<file path="config.mk">
export PLATFORM = sky130hd
export DESIGN_NAME = sync_fifo_param_flat
export DESIGN_NICKNAME = d
export VERILOG_FILES = /design/src/rtl/sync_fifo_pkg.sv /design/src/rtl/sync_fifo_param_if.sv /design/src/rtl/sync_fifo_mem.sv /design/src/rtl/sync_fifo_param.sv /design/src/flat_wrapper.sv
export SDC_FILE = /design/constraint.sdc
export NUM_CORES = 1
export LEC_CHECK = 0
export CAP_MARGIN = 20
export CORE_MARGIN = 5
export CORE_UTILIZATION = 30
export CTS_CLUSTER_DIAMETER = 50
export DETAILED_ROUTE_END_ITERATION = 8
export GPL_TIMING_DRIVEN = 0
export HOLD_SLACK_MARGIN = 0.05
export MAX_ROUTING_LAYER = met4
export SYNTH_ARGS = -nofsm -noshare
export SYNTH_HDL_FRONTEND = slang
export SYNTH_SLANG_ARGS = --single-unit
</file>
<file path="constraint.sdc">
create_clock -name clk -period 4.46 [get_ports clk]
set_input_delay 1.338 -clock clk [delete_from_list [all_inputs] [get_ports clk]]
set_output_delay 1.338 -clock clk [all_outputs]
set_load 0.05 [all_outputs]
</file>
<file path="src/rtl/sync_fifo_pkg.sv">
// Shared constants and width helpers for the parametrised synchronous FIFO.
package sync_fifo_pkg;

  localparam int unsigned DefDataW    = 8;
  localparam int unsigned DefDepth    = 16;
  localparam int unsigned DefAeThresh = 2;

  // Pointer width; never below one bit so degenerate depths still elaborate.
  function automatic int unsigned ptr_w(input int unsigned depth);
    return (depth > 1) ? $clog2(depth) : 1;
  endfunction

  // Count must represent 0..depth inclusive, hence the extra bit.
  function automatic int unsigned cnt_w(input int unsigned depth);
    return $clog2(depth) + 1;
  endfunction

  function automatic int unsigned def_af_thresh(input int unsigned depth);
    return (depth > 2) ? depth - 2 : depth;
  endfunction

endpackage

</file>
<file path="src/rtl/sync_fifo_param_if.sv">
// FIFO bus: write/read requests, error clear, read data, flags and occupancy.
interface sync_fifo_param_if
  import sync_fifo_pkg::*;
#(
  parameter int unsigned DATA_W = DefDataW,
  parameter int unsigned DEPTH  = DefDepth
) ();

  logic                      wr_en;
  logic [DATA_W-1:0]         wdata;
  logic                      rd_en;
  logic                      err_clr;
  logic [DATA_W-1:0]         rdata;
  logic                      full;
  logic                      empty;
  logic                      almost_full;
  logic                      almost_empty;
  logic [cnt_w(DEPTH)-1:0]   count;
  logic                      overflow;
  logic                      underflow;

  modport master (
    output wr_en, wdata, rd_en, err_clr,
    input  rdata, full, empty, almost_full, almost_empty, count, overflow, underflow
  );

  modport slave (
    input  wr_en, wdata, rd_en, err_clr,
    output rdata, full, empty, almost_full, almost_empty, count, overflow, underflow
  );

endinterface

</file>
<file path="src/rtl/sync_fifo_mem.sv">
// FIFO storage: one write port, one read port. SYNC_FIFO_FWFT_EN selects an
// asynchronous read; otherwise the read data is registered on accepted reads.
module sync_fifo_mem
  import sync_fifo_pkg::*;
#(
  parameter int unsigned DATA_W = DefDataW,
  parameter int unsigned DEPTH  = DefDepth
) (
  input  logic                    clk_i,
  input  logic                    rst_ni,
  input  logic                    we_i,
  input  logic [ptr_w(DEPTH)-1:0] waddr_i,
  input  logic [DATA_W-1:0]       wdata_i,
  input  logic                    re_i,
  input  logic [ptr_w(DEPTH)-1:0] raddr_i,
  output logic [DATA_W-1:0]       rdata_o
);

  // Storage is deliberately not reset.
  logic [DATA_W-1:0] mem_q [DEPTH];

  always_ff @(posedge clk_i) begin
    if (we_i) begin
      mem_q[waddr_i] <= wdata_i;
    end
  end

`ifdef SYNC_FIFO_FWFT_EN
  logic unused_rd;
  assign unused_rd = ^{re_i, rst_ni};
  assign rdata_o   = mem_q[raddr_i];
`else
  logic [DATA_W-1:0] rdata_q, rdata_d;

  // Samples the pre-write contents, so a full FIFO reading and writing the
  // same slot returns the old head.
  always_comb begin
    rdata_d = rdata_q;
    if (re_i) begin
      rdata_d = mem_q[raddr_i];
    end
  end

  always_ff @(posedge clk_i or negedge rst_ni) begin
    if (!rst_ni) begin
      rdata_q <= '0;
    end else begin
      rdata_q <= rdata_d;
    end
  end

  assign rdata_o = rdata_q;
`endif

endmodule

</file>
<file path="src/rtl/sync_fifo_param.sv">
// Parametrised synchronous FIFO: pointers, occupancy, threshold flags and sticky
// errors. Define SYNC_FIFO_FWFT_EN for first-word-fall-through read mode.
module sync_fifo_param
  import sync_fifo_pkg::*;
#(
  parameter int unsigned DATA_W    = DefDataW,
  parameter int unsigned DEPTH     = DefDepth,
  parameter int unsigned AF_THRESH = def_af_thresh(DEPTH),
  parameter int unsigned AE_THRESH = DefAeThresh
) (
  input logic              clk,
  input logic              rst,
  sync_fifo_param_if.slave bus
);

  localparam int unsigned PW = ptr_w(DEPTH);
  localparam int unsigned CW = cnt_w(DEPTH);

  logic [PW-1:0]     wr_ptr_q, wr_ptr_d;
  logic [PW-1:0]     rd_ptr_q, rd_ptr_d;
  logic [CW-1:0]     count_q, count_d;
  logic              overflow_q, overflow_d;
  logic              underflow_q, underflow_d;
  logic              full, empty;
  logic              wr_acc, rd_acc;
  logic [DATA_W-1:0] mem_rdata;

  // Flags come only from the registered count, keeping request-to-output paths cut.
  assign full  = (count_q == CW'(DEPTH));
  assign empty = (count_q == '0);

  always_comb begin
    wr_acc      = bus.wr_en && (!full || bus.rd_en);
    rd_acc      = bus.rd_en && !empty;
    wr_ptr_d    = wr_ptr_q;
    rd_ptr_d    = rd_ptr_q;
    count_d     = count_q;
    overflow_d  = overflow_q  && !bus.err_clr;
    underflow_d = underflow_q && !bus.err_clr;

    if (wr_acc) begin
      wr_ptr_d = wr_ptr_q + PW'(1);
    end
    if (rd_acc) begin
      rd_ptr_d = rd_ptr_q + PW'(1);
    end
    if (wr_acc && !rd_acc) begin
      count_d = count_q + CW'(1);
    end else if (rd_acc && !wr_acc) begin
      count_d = count_q - CW'(1);
    end

    // A fresh error event beats a same-cycle clear.
    if (bus.wr_en && full && !bus.rd_en) begin
      overflow_d = 1'b1;
    end
    if (bus.rd_en && empty) begin
      underflow_d = 1'b1;
    end
  end

  always_ff @(posedge clk or negedge rst) begin
    if (!rst) begin
      wr_ptr_q    <= '0;
      rd_ptr_q    <= '0;
      count_q     <= '0;
      overflow_q  <= 1'b0;
      underflow_q <= 1'b0;
    end else begin
      wr_ptr_q    <= wr_ptr_d;
      rd_ptr_q    <= rd_ptr_d;
      count_q     <= count_d;
      overflow_q  <= overflow_d;
      underflow_q <= underflow_d;
    end
  end

  sync_fifo_mem #(
    .DATA_W (DATA_W),
    .DEPTH  (DEPTH)
  ) u_mem (
    .clk_i   (clk),
    .rst_ni  (rst),
    .we_i    (wr_acc),
    .waddr_i (wr_ptr_q),
    .wdata_i (bus.wdata),
    .re_i    (rd_acc),
    .raddr_i (rd_ptr_q),
    .rdata_o (mem_rdata)
  );

`ifdef SYNC_FIFO_FWFT_EN
  assign bus.rdata = empty ? '0 : mem_rdata;
`else
  assign bus.rdata = mem_rdata;
`endif

  assign bus.full         = full;
  assign bus.empty        = empty;
  assign bus.almost_full  = (count_q >= CW'(AF_THRESH));
  assign bus.almost_empty = (count_q <= CW'(AE_THRESH));
  assign bus.count        = count_q;
  assign bus.overflow     = overflow_q;
  assign bus.underflow    = underflow_q;

endmodule

</file>
<file path="src/flat_wrapper.sv">
// flat-port wrapper written by rule: the top's interface ports become plain ports
module sync_fifo_param_flat import sync_fifo_pkg::*;
#(
  parameter int unsigned DATA_W    = DefDataW,
  parameter int unsigned DEPTH     = DefDepth,
  parameter int unsigned AF_THRESH = def_af_thresh(DEPTH),
  parameter int unsigned AE_THRESH = DefAeThresh
)
  (clk, rst, bus_wr_en, bus_wdata, bus_rd_en, bus_err_clr, bus_rdata, bus_full, bus_empty, bus_almost_full, bus_almost_empty, bus_count, bus_overflow, bus_underflow);
  sync_fifo_param_if #(.DATA_W(DATA_W), .DEPTH(DEPTH)) bus_i ();
  input logic clk;
  input logic rst;
  input wire logic [$bits(bus_i.wr_en)-1:0] bus_wr_en;
  input wire logic [$bits(bus_i.wdata)-1:0] bus_wdata;
  input wire logic [$bits(bus_i.rd_en)-1:0] bus_rd_en;
  input wire logic [$bits(bus_i.err_clr)-1:0] bus_err_clr;
  output wire logic [$bits(bus_i.rdata)-1:0] bus_rdata;
  output wire logic [$bits(bus_i.full)-1:0] bus_full;
  output wire logic [$bits(bus_i.empty)-1:0] bus_empty;
  output wire logic [$bits(bus_i.almost_full)-1:0] bus_almost_full;
  output wire logic [$bits(bus_i.almost_empty)-1:0] bus_almost_empty;
  output wire logic [$bits(bus_i.count)-1:0] bus_count;
  output wire logic [$bits(bus_i.overflow)-1:0] bus_overflow;
  output wire logic [$bits(bus_i.underflow)-1:0] bus_underflow;
  assign bus_i.wr_en = bus_wr_en;
  assign bus_i.wdata = bus_wdata;
  assign bus_i.rd_en = bus_rd_en;
  assign bus_i.err_clr = bus_err_clr;
  assign bus_rdata = bus_i.rdata;
  assign bus_full = bus_i.full;
  assign bus_empty = bus_i.empty;
  assign bus_almost_full = bus_i.almost_full;
  assign bus_almost_empty = bus_i.almost_empty;
  assign bus_count = bus_i.count;
  assign bus_overflow = bus_i.overflow;
  assign bus_underflow = bus_i.underflow;
  sync_fifo_param #(.DATA_W(DATA_W), .DEPTH(DEPTH), .AF_THRESH(AF_THRESH), .AE_THRESH(AE_THRESH)) u_core (.clk(clk), .rst(rst), .bus(bus_i));
endmodule
</file>
==> summary.md, run 1 <==
| Metric | Value |
|---|---|
| Unique masters post-synth | 36 |
| Worst-margin pin slew | ~0.94 ns |
| Core Region | 20100 µm² |
| Clock sinks | ~150 |
| Share of post-route cells with drive strength above 1 | 22.5% |
| GRT overflow | 0 |
| EDFF count, synth | between 100 and 150 |
| Post-placement cell count | 628 |
| Post-Syn Instances | ~320 |
| Slew Limit Fails | 0 |
| CTS Buf Count | 17 |
| Ant diodes | 0 |
| Most frequent cell after synthesis | edfxtp_1 |
| Peak supply drop | 314 µV |
| Synthesized area per cell | 18.9 µm² |
| Sum of buffers and inverters on the critical path | 1 |
| Number of global-route vias before repair | 3248 |
| Post-synthesis cell area | between 6000 and 7000 µm² |
| First-pass GRT wire length | 19100 µm |
| Post-Layout Cell Count | 661 |
| Max Clock Freq | between 200 and 300 MHz |
| Routed Antenna Nets | 0 |
| Final-report hold violation count | 0 |
| Ys async rst share | between 15 and 20% |
| Area contributors post-synth | edfxtp_1, mux4_2, dfrtp_1, mux2i_1, ha_1 |
| Initial antenna violation count | 0 |
| Critical setup path kind | register to primary output |
| Slowest stage cell on the critical path | clkdlybuf4s50_1 |
| Synth top area share | a little over three fifths |
| Crit path DAT | between 2 and 2.5 ns |
| Fin crit period | 3.60 ns |
| Largest net degree at the start of global routing | 24 |
| # IOs | 32 |
| CTS tree | done |
| RSZ-0062 raised after global routing | false |
| Final setup viols | 0 |
| Total Routing Usage GR | 11.3% |
| Crit path largest cell delay | 0.83 ns |
| Setup tns final | 0 ns |
| Die height | roughly 150 µm |
| Clock Latency Late Sink | 0.42 ns |
| Starting Density | between 30% and 40% |
| Die area | between 20000 and 25000 µm² |
| Final period util | around four fifths |
| Seq/Total Area, Yosys | slightly above 70% |
| Commonest cells post-synth | edfxtp_1, mux4_2, dfrtp_1, nand2_1, mux2i_1 |
| Routed wire length | around 12000 µm |
| Synthesis Warnings | 0 |
| Synth area leader | edfxtp_1 |
| CP startpoint kind | register |
| Clk buf depth | 2 |
| Dpl cell area | 6770 µm² |
| Initial drt markers | approximately 150 |
| Vias/cell | 4.56 |
| Leakage | approximately 2.5 nW |
| Post-route cell area | roughly 7400 µm² |
| Total Nets Final | between 400 and 500 |
| Main synth FF type | edfxtp_1 |
| Worst hold path class | register to register |
| Reg clk slew, reported paths | roughly 0.060 ns |
| Area Overhead vs Synth | 21.4% |
| Rows | 52 |
| Worst setup EP type | primary output |
| Hold_buf cts | 0 |
| Total number of vias | approximately 3000 |
| Crit path cell chain | or3_4 -> nor3_4 -> clkdlybuf4s50_1 |
| Setup Skew | between 0.008 and 0.009 ns |
| WL/cell | between 15 and 20 µm |
| DRC errors left | 0 |
| Slew headroom | between 30 and 40% |
| Gpl congestion | between 0.7 and 0.8 |
| Required @ worst endpoint | ~3.1 ns |
| Status | finished clean |
| Post-CTS Setup Bufs | 0 |
| Max_cap viols | 0 |
| H-tree depth | 4 |
| Critical path's top delay family | buffers and inverters |
| PD cells | about 680 nW/µm² |
| Port-buffer cells | 31 |
| Root Buffer | clkbuf_16 |
| CTS resizes | 0 |
| Chip Width | between 150 and 200 µm |
| Synth Net Count | roughly 350 |
| Yosys reg bits | approximately 150 |
| DP Wirelength | about 8300 µm |
| 1st-pass router iterations | 4 |
| Crit Path Max Fanout | 5 |
## layout make-up
cell class	instances	area, µm²
Buffer	17	105
Clock buffer	17	425
Clock inverter	15	188
Fill cell	1853	12700
Inverter	11	46.3
Multi-Input combinational cell	144	1530
Sequential cell	151	4420
Tap cell	270	338
Timing Repair Buffer	36	358
## cells in the final DEF (no fill, tap or decap), drive strengths merged
cell type        n
edfxtp         128
mux4            32
clkdlybuf4s50   31
nand2           24
dfrtp           23
buf             20
clkbuf          19
inv             18
mux2i           16
nor2            15
ha              10
xnor2            9
o221ai           7
o21ai            5
nor3             5
a21oi            3
bufinv           3
nand2b           3
clkinv           3
nor2b            2
nand4            2
clkinvlp         2
nor4             1
o21a             1
or3              1
a31o             1
o32ai            1
a2111oi          1
a311oi           1
nand3            1
xor2             1
a21o             1
fa               1
## tightest hold or removal path, stage by stage, from the launching register on
cell and delay, ns:
dfrtp_1 0.37, inv_1 0.05, o21ai_0 0.07
## cell families after synthesis
family / share of synthesized area [%]
DFF: 72.4
muxes: 14.4
xor gates and xnor gates: 1.44
AOI/OAI and AO/OA: 2.69
buffers and inverters: 2.48
and+or+nand+nor: 4.16
adders and majority gates: 2.38
## metal layers
layer	vias to the layer above	global-route usage (%)	routed length, µm
li1	1383	-	-
met1	1536	13.4	5280
met2	82	18.3	6140
met3	16	3.86	763
met4	0	3.61	195
met5	-	-	0
## path summary, 6_finish.rpt
path / startpoint / end / slack [ns] / cells after the start
worst max-delay path: u_core.bus.count[4] / bus_empty / 0.86 / 3
worst min-delay path: u_core.bus.underflow / u_core.bus.underflow / 0.54 / 2
worst max register to register: u_core.bus.count[4] / u_core.bus.count[4] / 1.57 / 13
worst min register to register: u_core.bus.underflow / u_core.bus.underflow / 0.54 / 2
max in group asynchronous: rst / u_core.u_mem.rdata_o[6] / 2.76 / 2
min in group asynchronous: rst / u_core.bus.count[4] / 1.24 / 1
## flip-flops by register name, summed over array words and instances (netlist names)
name and count:
u_core.u_mem.rdata_o 8, u_core.bus.overflow 1, u_core.wr_ptr_q 4, u_core.u_mem.mem_q 128
u_core.rd_ptr_q 4, u_core.bus.count 5, u_core.bus.underflow 1
## stage by stage
| stage | utilization [%] | hold WS, ns | power (mW) | setup slack (ns) |
|---|---|---|---|---|
| after global routing | 36.9 | 0.559 | 5.32 | 0.745 |
| final | 36.9 | 0.535 | 5.06 | 0.856 |
| after CTS | 36.7 | 0.534 | 5.13 | 0.830 |
| after global placement | 33.6 | 0.495 | 3.58 | 0.608 |
| after detailed placement | 33.7 | 0.506 | 3.63 | 0.575 |
| after floorplan | - | 0.549 | 3.11 | 1.20 |
## report_power, final
group          internal [mW]  switching [mW]
Clock                  0.894           0.596
Sequential              1.76           0.126
Combinational          0.709           0.980
Total                   3.36            1.70
Power figures use the tool's default switching activity.
==> run 2, diff against run 1 <==
==> constraint.sdc (replaced) <==
create_clock -name clk -period 3 [get_ports clk]
set_input_delay 0.9 -clock clk [delete_from_list [all_inputs] [get_ports clk]]
set_output_delay 0.9 -clock clk [all_outputs]
set_load 0.05 [all_outputs]
==> summary.md, run 2 (synthesis gave the netlist of run 1 again) <==
| Metric | Value |
|---|---|
| Status | finished clean |
| Routed Antenna Nets | 0 |
| Final setup viols | 0 |
| Total number of vias | ~3000 |
| Number of global-route vias before repair | approximately 3300 |
| Required @ worst endpoint | between 2 and 2.5 ns |
| Power consumption | roughly 7.3 mW |
| Most frequent cells in the layout | edfxtp_1, mux4_2, clkdlybuf4s50_1 |
| Slew headroom | 34.7% |
| Total Nets Final | about 400 |
| Crit path DAT | 1.97 ns |
| Clock sinks | 151 |
| Core Region | 20100 µm² |
| Max Clock Freq | 348 MHz |
| Initial drt markers | 223 |
| First-pass GRT wire length | 19100 µm |
| Worst-margin pin slew | approximately 0.98 ns |
| Dpl cell area | around 7000 µm² |
| WL/cell | about 18 µm |
| Die height | 153 µm |
| Rows | 52 |
| Reg clk slew, reported paths | roughly 0.06 ns |
| R2R setup slack | approximately 0.25 ns |
| Fin crit period | approximately 2.9 ns |
| CTS Buf Count | 17 |
| Peak supply drop | ~460 µV |
| CP startpoint kind | register |
| GRT overflow | 0 |
| Largest Register | u_core.u_mem.mem_q |
| Routed wire length | between 10000 and 15000 µm |
| Crit Path Max Fanout | 7 |
| Setup Skew | around 0.0060 ns |
| 1st-pass router iterations | 4 |
| Clk buf depth | 2 |
| Hold_buf cts | 0 |
| Post-route cell area | approximately 7400 µm² |
| Worst setup EP type | primary output |
| Vias/cell | between 4 and 5 |
| RSZ-0062 raised after global routing | false |
| Global-route met2 utilization | between 10% and 20% |
| Final-report hold violation count | 0 |
| Ant diodes | 0 |
| H-tree depth | 4 |
| Area Overhead vs Synth | 20.8% |
| Post-Layout Cell Count | 660 |
| Root Buffer | clkbuf_16 |
| PD cells | approximately 990 nW/µm² |
| Largest register FFs | approximately 130 |
| Critical setup path kind | register to primary output |
| Max_cap viols | 0 |
| M3 GR Usage | 3.64% |
| Leading cell type in the layout, fill and taps excluded | edfxtp_1 |
| Post-placement cell count | about 630 |
| Final period util | 95.7% |
| Clock Latency Late Sink | ~0.42 ns |
| Leakage | 2.50 nW |
| Gpl congestion | 0.780 |
| DP Wirelength | slightly above 8000 µm |
| CTS tree | done |
| Total Routing Usage GR | ~11% |
| Port-buffer cells | 31 |
| Die area | about 23000 µm² |
| Initial antenna violation count | 0 |
| Worst hold path class | register to register |
| Met1 Track Usage GR | 13.5% |
| Post-CTS Setup Bufs | 0 |
| Share of post-route cells with drive strength above 1 | between 20% and 30% |
| Largest net degree at the start of global routing | 24 |
| Slew Limit Fails | 0 |
| GRT busiest layer | met2 |
| # IOs | 32 |
| DRC errors left | 0 |
| Fill cells | approximately 1800 |
| Starting Density | a little under a third |
| Chip Width | 153 µm |
==> run 2: cell types whose count changed in the layout (fill, tap and decap cells not counted), sizes merged, moves of 2 or more <==
cell	delta
clkbuf	+3
bufinv	-2
clkinv	+2
dlygate4sd2	+2
inv	-3
clkdlybuf4s50	-3
==> run 2: critical path: stages (launching register included) <==
cell and delay (ns):
dfrtp_2 0.47, or3_4 0.42, a21oi_1 0.12, dlygate4sd2_1 0.54
==> run 2: final timing paths <==
path | start | endpoint | depth (start not counted)
min | u_core.bus.count[4] | u_core.bus.count[4] | 1
max reg2reg | u_core.bus.count[2] | u_core.bus.count[4] | 13
max in group asynchronous | rst | u_core.bus.count[4] | 2
min reg2reg | u_core.bus.count[4] | u_core.bus.count[4] | 1
min in group asynchronous | rst | u_core.bus.count[1] | 1
max | u_core.bus.count[2] | bus_almost_empty | 3
==> run 2: power by group <==
part | internal (mW) | leakage (nW) | total (mW) | switching, mW
Sequential | 2.62 | 1.43 | 2.80 | 0.187
Clock | 1.15 | 0.263 | 1.99 | 0.842
Combinational | 1.06 | 0.805 | 2.51 | 1.46
Total | 4.82 | 2.50 | 7.30 | 2.48
==> run 2: layout make-up <==
| class | count | area, µm² | share of cell area [%] |
|---|---|---|---|
| flip-flops and latches | 151 | 4420 | 60.0 |
| multi-input cells | 144 | 1560 | 21.2 |
| clock buffers | 18 | 429 | 5.82 |
| repair buffers | 36 | 348 | 4.72 |
| well taps | 270 | 338 | 4.58 |
| clock inverters | 13 | 121 | 1.65 |
| plain buffers | 17 | 105 | 1.43 |
| inverters | 11 | 48.8 | 0.662 |
==> run 2: per-layer routing <==
layer,vias to the layer above,share of wire [%]
met5,-,0
met4,0,1.0
met3,11,5.7
met2,71,51
met1,1538,42
li1,1381,-
==> run 2: per-stage QoR <==
stage,worst slack [ns],setup TNS [ns],util [%],hold WS [ns]
floorplan,-0.0412,-0.0412,-,0.549
global placement,-0.459,-19.50,33.8,0.501
detailed placement,-0.242,-6.68,33.8,0.513
CTS,0.0101,0,36.6,0.526
global route,0.00396,0,36.7,0.556
finish,0.128,0,36.7,0.513
==> run 2: timing repair <==
item	4_1_cts	5_1_grt
gates resized for setup	3	2
setup endpoints to repair	3	1
gates cloned	0	0
